[config.mk]
export PLATFORM = sky130hd
export DESIGN_NAME = brew_step_controller
export DESIGN_NICKNAME = d
export VERILOG_FILES = /design/src/rtl/brew_step_controller.sv
export SDC_FILE = /design/constraint.sdc
export NUM_CORES = 1
export LEC_CHECK = 0
export ABC_AREA = 1
export BUFFER_PORTS_ARGS = -buffer_cell sky130_fd_sc_hd__buf_2
export CAP_MARGIN = 30
export CORE_MARGIN = 2
export CORE_UTILIZATION = 53
export DETAILED_ROUTE_END_ITERATION = 6
export GPL_TIMING_DRIVEN = 0
export PLACE_DENSITY = 0.75
export SLEW_MARGIN = 40
export SYNTH_ARGS = -nofsm -noshare
export SYNTH_HDL_FRONTEND = slang
export SYNTH_SLANG_ARGS = --single-unit
[constraint.sdc]
create_clock -name clk -period 1.65 [get_ports clk]
set_input_delay 0.165 -clock clk [delete_from_list [all_inputs] [get_ports clk]]
set_output_delay 0.165 -clock clk [all_outputs]
set_load 0.02 [all_outputs]
[src/rtl/brew_step_controller.sv]
// Recipe timing controller: paces the 5-step stepper through programmed step
// durations, decodes the step code into actuator commands, and runs the start/done/abort handshake.
module brew_step_controller #(
    parameter int CNT_W  = 16,
    parameter int DUR_S1 = 100,
    parameter int DUR_S2 = 200,
    parameter int DUR_S3 = 150,
    parameter int DUR_S4 = 50
) (
    input  logic       clk,
    input  logic       rst_n,
    input  logic       start,
    input  logic       abort,
    input  logic [2:0] step,
    output logic       step_en,
    output logic       busy,
    output logic       done,
    output logic       aborted,
    output logic       fault,
    output logic       grinder,
    output logic       heater,
    output logic       pump,
    output logic       serve
);

    typedef enum logic [2:0] {
        S_IDLE,
        S_START,
        S_RUN,
        S_FLUSH,
        S_FIN,
        S_FAULT
    } state_t;

    // A programmed duration of 0 behaves as 1; the counter is loaded with duration-1.
    localparam int D1 = (DUR_S1 < 1) ? 1 : DUR_S1;
    localparam int D2 = (DUR_S2 < 1) ? 1 : DUR_S2;
    localparam int D3 = (DUR_S3 < 1) ? 1 : DUR_S3;
    localparam int D4 = (DUR_S4 < 1) ? 1 : DUR_S4;
    localparam logic [CNT_W-1:0] RELOAD_S1 = CNT_W'(D1 - 1);
    localparam logic [CNT_W-1:0] RELOAD_S2 = CNT_W'(D2 - 1);
    localparam logic [CNT_W-1:0] RELOAD_S3 = CNT_W'(D3 - 1);
    localparam logic [CNT_W-1:0] RELOAD_S4 = CNT_W'(D4 - 1);

    state_t           state, state_nx;
    logic [2:0]       idx, idx_nx, idx_inc;
    logic [CNT_W-1:0] cnt, cnt_nx, reload;
    logic             abort_flag, abort_flag_nx;

    // idx tracks the step code the stepper will present once any pending advance lands.
    assign idx_inc = (idx == 3'd4) ? 3'd0 : 3'(idx + 3'd1);

    always_comb begin
        case (idx_inc)
            3'd1:    reload = RELOAD_S1;
            3'd2:    reload = RELOAD_S2;
            3'd3:    reload = RELOAD_S3;
            3'd4:    reload = RELOAD_S4;
            default: reload = '0;
        endcase
    end

    // NOTE: state registers use non-blocking assignments so every flop samples pre-edge values.
    always_ff @(posedge clk or negedge rst_n) begin
        if (!rst_n) begin
            state      <= S_IDLE;
            idx        <= 3'd0;
            cnt        <= '0;
            abort_flag <= 1'b0;
        end else begin
            state      <= state_nx;
            idx        <= idx_nx;
            cnt        <= cnt_nx;
            abort_flag <= abort_flag_nx;
        end
    end

    // NOTE: every combinational output gets a default first, so no path can infer a latch.
    always_comb begin
        state_nx      = state;
        idx_nx        = idx;
        cnt_nx        = cnt;
        abort_flag_nx = abort_flag;

        if (step_en) begin
            idx_nx = idx_inc;
            cnt_nx = reload;
        end else if (state == S_RUN) begin
            cnt_nx = cnt - 1'b1;
        end

        case (state)
            S_IDLE: begin
                if (start) begin
                    if (step == 3'd0) begin
                        state_nx      = S_START;
                        abort_flag_nx = 1'b0;
                    end else begin
                        state_nx = S_FAULT;
                    end
                end
            end
            S_START: state_nx = S_RUN;
            S_RUN: begin
                // Desync beats everything; a wrapping advance beats a same-cycle abort.
                if (step != idx) begin
                    state_nx = S_FAULT;
                end else if (step_en && idx_inc == 3'd0) begin
                    state_nx = S_FIN;
                end else if (abort) begin
                    state_nx      = S_FLUSH;
                    abort_flag_nx = 1'b1;
                end
            end
            S_FLUSH: begin
                if (idx_inc == 3'd0) state_nx = S_FIN;
            end
            S_FIN: begin
                state_nx = (step == 3'd0) ? S_IDLE : S_FAULT;
            end
            S_FAULT: state_nx = S_FAULT;
            default: state_nx = S_FAULT;
        endcase
    end

    always_comb begin
        step_en = 1'b0;
        busy    = 1'b0;
        done    = 1'b0;
        aborted = 1'b0;
        fault   = 1'b0;
        grinder = 1'b0;
        heater  = 1'b0;
        pump    = 1'b0;
        serve   = 1'b0;

        case (state)
            S_START: begin
                step_en = 1'b1;
                busy    = 1'b1;
            end
            S_RUN: begin
                step_en = (cnt == '0);
                busy    = 1'b1;
                grinder = (step == 3'd1);
                heater  = (step == 3'd2);
                pump    = (step == 3'd3);
                serve   = (step == 3'd4);
            end
            S_FLUSH: begin
                step_en = 1'b1;
                busy    = 1'b1;
            end
            S_FIN: begin
                done    = !abort_flag && (step == 3'd0);
                aborted = abort_flag && (step == 3'd0);
            end
            S_FAULT: fault = 1'b1;
            default: ;
        endcase
    end

endmodule
==> results_dict.tcl <==
set metrics [dict create \
    area_growth_pct 39.4 \
    cts_sinks 23 \
    crit_fanout 4 \
    period_share_pct 105 \
    critPathKind "flop to output port" \
    wl_per_cell_um 13.6 \
    required_ns 1.48 \
    grt_pass1_vias 1500 \
    post-dp-hpwl_mm 2.59 \
    die-area_um2 3670 \
    violations "negative setup slack" \
    p_seq_share_pct 64.6 \
    power.leakage_nw 1.18 \
    critPathArrivalTime_ns 1.56 \
    overflow 0 \
    fin_setup_tns_ns -0.102 \
    maxSlewHeadroom_pct 63.6 \
    h-tree-depth 1 \
    layout-drive-gt1-share_pct 42.6 \
    peakVddDrop_mv 0.270 \
    synth_top_area_cell "dfrtp_1" \
    synthCells 240 \
    yosys.cell_types.count 34 \
    async_reset_ff_share_pct 100 \
    slowest_delay_ns 0.46 \
    rows 20 \
    synth_edf_count 0 \
    wl_mm 4.61 \
    max_cap_violations 0 \
    cts-root-buf "clkbuf_4" \
    viasPerCell 5.13 \
    avgSynthCellArea_um2 7.07 \
    ant_nets 0 \
    n_antenna_cell 0 \
    yosysMostFrequentCell "nand2_1" \
    status "finished, violations left" \
    endpoint_kind "output port" \
    setup_slack_ns -0.0758 \
    pin_count 16 \
    gp_congestion 0.876 \
    vias 1744 \
    dr.pass1.iters 6 \
    antenna_found_initial 0 \
    synth_top_area_share_pct 33.9 \
    fin_area_um2 2360 \
    route.detailed.drc 0 \
    synthTopCellsByArea "dfrtp_1 (34%), nand2_1 (12%), nor2_1 (9.3%), inv_1 (6.0%), ha_1 (4.4%)" \
    p_per_area_nw_per_um2 369 \
    hold_viol 0 \
    slew_viol_final 0 \
    synth-seq-cells 23 \
    worst_pin_slew_ns 0.546 \
    die_h_um 60.6 \
    hp-class "input port to flop" \
    grt_max_degree 24 \
    cp_slowest_cell "dfrtp_1" \
    cts_tree "built" \
    die_w_um 60.6 \
    fillers 203 \
    switching_power_mw 0.204 \
    io_buffers 14 \
    grt_pass1_wl_mm 6.47 \
    clock_power_share_pct 31.2 \
    finalSetupViolCount 4 \
    ys_seq_area_share_pct 33.9 \
    clkTransAtPathRegs_ns 0.14 \
    worst_setup_path_start_kind "flop" \
    fmaxAchievable_mhz 579 \
    synthFlopType "dfrtp_1" \
    finalNetCount 310 \
    syn_area_um2 1700 \
    fp.coreArea_um2 3050 \
    grt_setup_unrepaired "yes" \
    netlist_top_cells_count "nand2_1 (55), nor2_1 (42), inv_1 (27)" \
    finalCriticalPeriod_ns 1.73 \
    internal-power_mw 0.668 \
    clk-insertion-delay-late_ns 0.32 \
    comb_power_share_pct 4.2 \
    initial_core_util_pct 55.6 \
    place_area_um2 1820 \
    cts_buffers 3 \
    clk_path_buf_depth 2 \
    ys_warn_count 0 \
    synth_fp_nets 253 \
    cp_common_cell "buf_6" \
    cp_cell_sequence "nor2_2 -> nand2_2 -> nor2_4 -> nand3_4 -> nand2_4 -> buf_6 -> buf_6" \
    netSwitchingFraction_pct 23.4 \
    drtIter0Drc 83 \
    grt.total_usage_pct 23.2 \
    finClkSkew_ns 0.0161 \
]
cell type report:
type	count	area [um2]	area share, %
Clock buffer	4	26.3	1.11
Inverter	35	164	6.93
Sequential cell	23	578	24.4
Buffer	2	16.3	0.688
Multi-Input combinational cell	179	1140	48.0
Tap cell	44	55.1	2.33
Timing Repair Buffer	53	389	16.5
per-stage QoR:
stage | setup slack, ns | instances | power (mW) | util [%] | hold WS, ns
after detailed placement | -0.0429 | 298 | 0.607 | 59.7 | 0.178
after floorplan | 0.0194 | 240 | 0.586 | - | -0.131
after global placement | -0.0552 | 298 | 0.606 | 59.7 | 0.177
final | -0.0758 | 340 | 0.872 | 77.5 | 0.240
after global routing | -0.153 | 340 | 0.909 | 77.5 | 0.260
after CTS | -0.0977 | 314 | 0.874 | 65.5 | 0.205
worst max-delay path: cells and delay by family, from the launching register on:
kind                   cells  cell delay, ns
buffers and inverters      2            0.21
AND/OR/NAND/NOR            5            0.56
flip-flops                 1            0.46
what timing repair did:
item,CTS,global route
setup buffers,12,27
endpoints found under the setup margin,14,25
gates resized for setup,19,52
endpoints found under the hold margin,23,0
hold buffers,1,0
pin swaps,6,26
per-layer routing:
layer / up-vias / track usage [%] / part of all wire [%]
li1: 871 / - / -
met1: 820 / 30.6 / 44
met2: 43 / 38.1 / 52
met3: 10 / 4.26 / 3.1
met4: 0 / 8.70 / 1.6
met5: - / 0 / 0
registers in the layout, indices dropped and copies added, names as in the netlist:
name	count
abort_flag	1
cnt	16
idx	3
state	3
worst paths after layout:
path,from,endpoint,slack (ns),cells after the start
max reg2reg,cnt[0],cnt[14],-0.02,10
min reg2reg,abort_flag,abort_flag,0.57,2
min in group asynchronous,rst_n,cnt[3],0.34,2
min,abort,state[1],0.24,6
max,cnt[7],step_en,-0.08,7
max in group asynchronous,rst_n,cnt[12],0.90,2
kinds of logic after synthesis:
family,count (synthesis),synth area share [%]
AO/OA/AOI/OAI,29,9.51
XOR/XNOR,9,4.65
buffers and inverters,38,9.22
flip-flops,23,33.9
adder cells (fa/ha/maj),6,4.42
AND/OR/NAND/NOR,135,38.3
power by group through the flow:
stage / Sequential (mW) / Clock, mW / Combinational, mW
2_1_floorplan: 0.575 / 0 / 0.0115
3_3_place_gp: 0.574 / 0 / 0.0319
3_5_place_dp: 0.574 / 0 / 0.0326
4_1_cts: 0.564 / 0.275 / 0.0353
5_1_grt: 0.564 / 0.303 / 0.0425
6_report: 0.564 / 0.272 / 0.0365
cell usage in the layout, fill, tap and decap left out, types with 2 or more instances in the layout:
| master | netlist | layout |
|---|---|---|
| nand2_1 | 55 | 48 |
| nor2_4 | 4 | 7 |
| nor2_2 | 3 | 11 |
| o21ai_1 | 2 | 3 |
| nand3_2 | 2 | 5 |
| dfrtp_1 | 23 | 21 |
| clkbuf_4 | 0 | 3 |
| a21oi_2 | 0 | 5 |
| inv_1 | 27 | 20 |
| nand2_4 | 4 | 3 |
| inv_8 | 0 | 2 |
| ha_2 | 0 | 2 |
| nor3_1 | 4 | 4 |
| a21oi_1 | 9 | 4 |
| buf_4 | 1 | 40 |
| inv_2 | 6 | 10 |
| nand2_8 | 0 | 2 |
| o211ai_1 | 2 | 2 |
| nand3_1 | 11 | 7 |
| ha_1 | 6 | 2 |
| buf_6 | 1 | 4 |
| inv_4 | 0 | 2 |
| a31oi_1 | 2 | 2 |
| nand2_2 | 2 | 8 |
| dfrtp_2 | 0 | 2 |
| xor2_1 | 8 | 8 |
| o21ai_0 | 11 | 10 |
| buf_2 | 1 | 10 |
| nor2_1 | 42 | 31 |
| ha_4 | 0 | 2 |
| nor4_2 | 0 | 2 |
(Power assumes the default switching activity.)
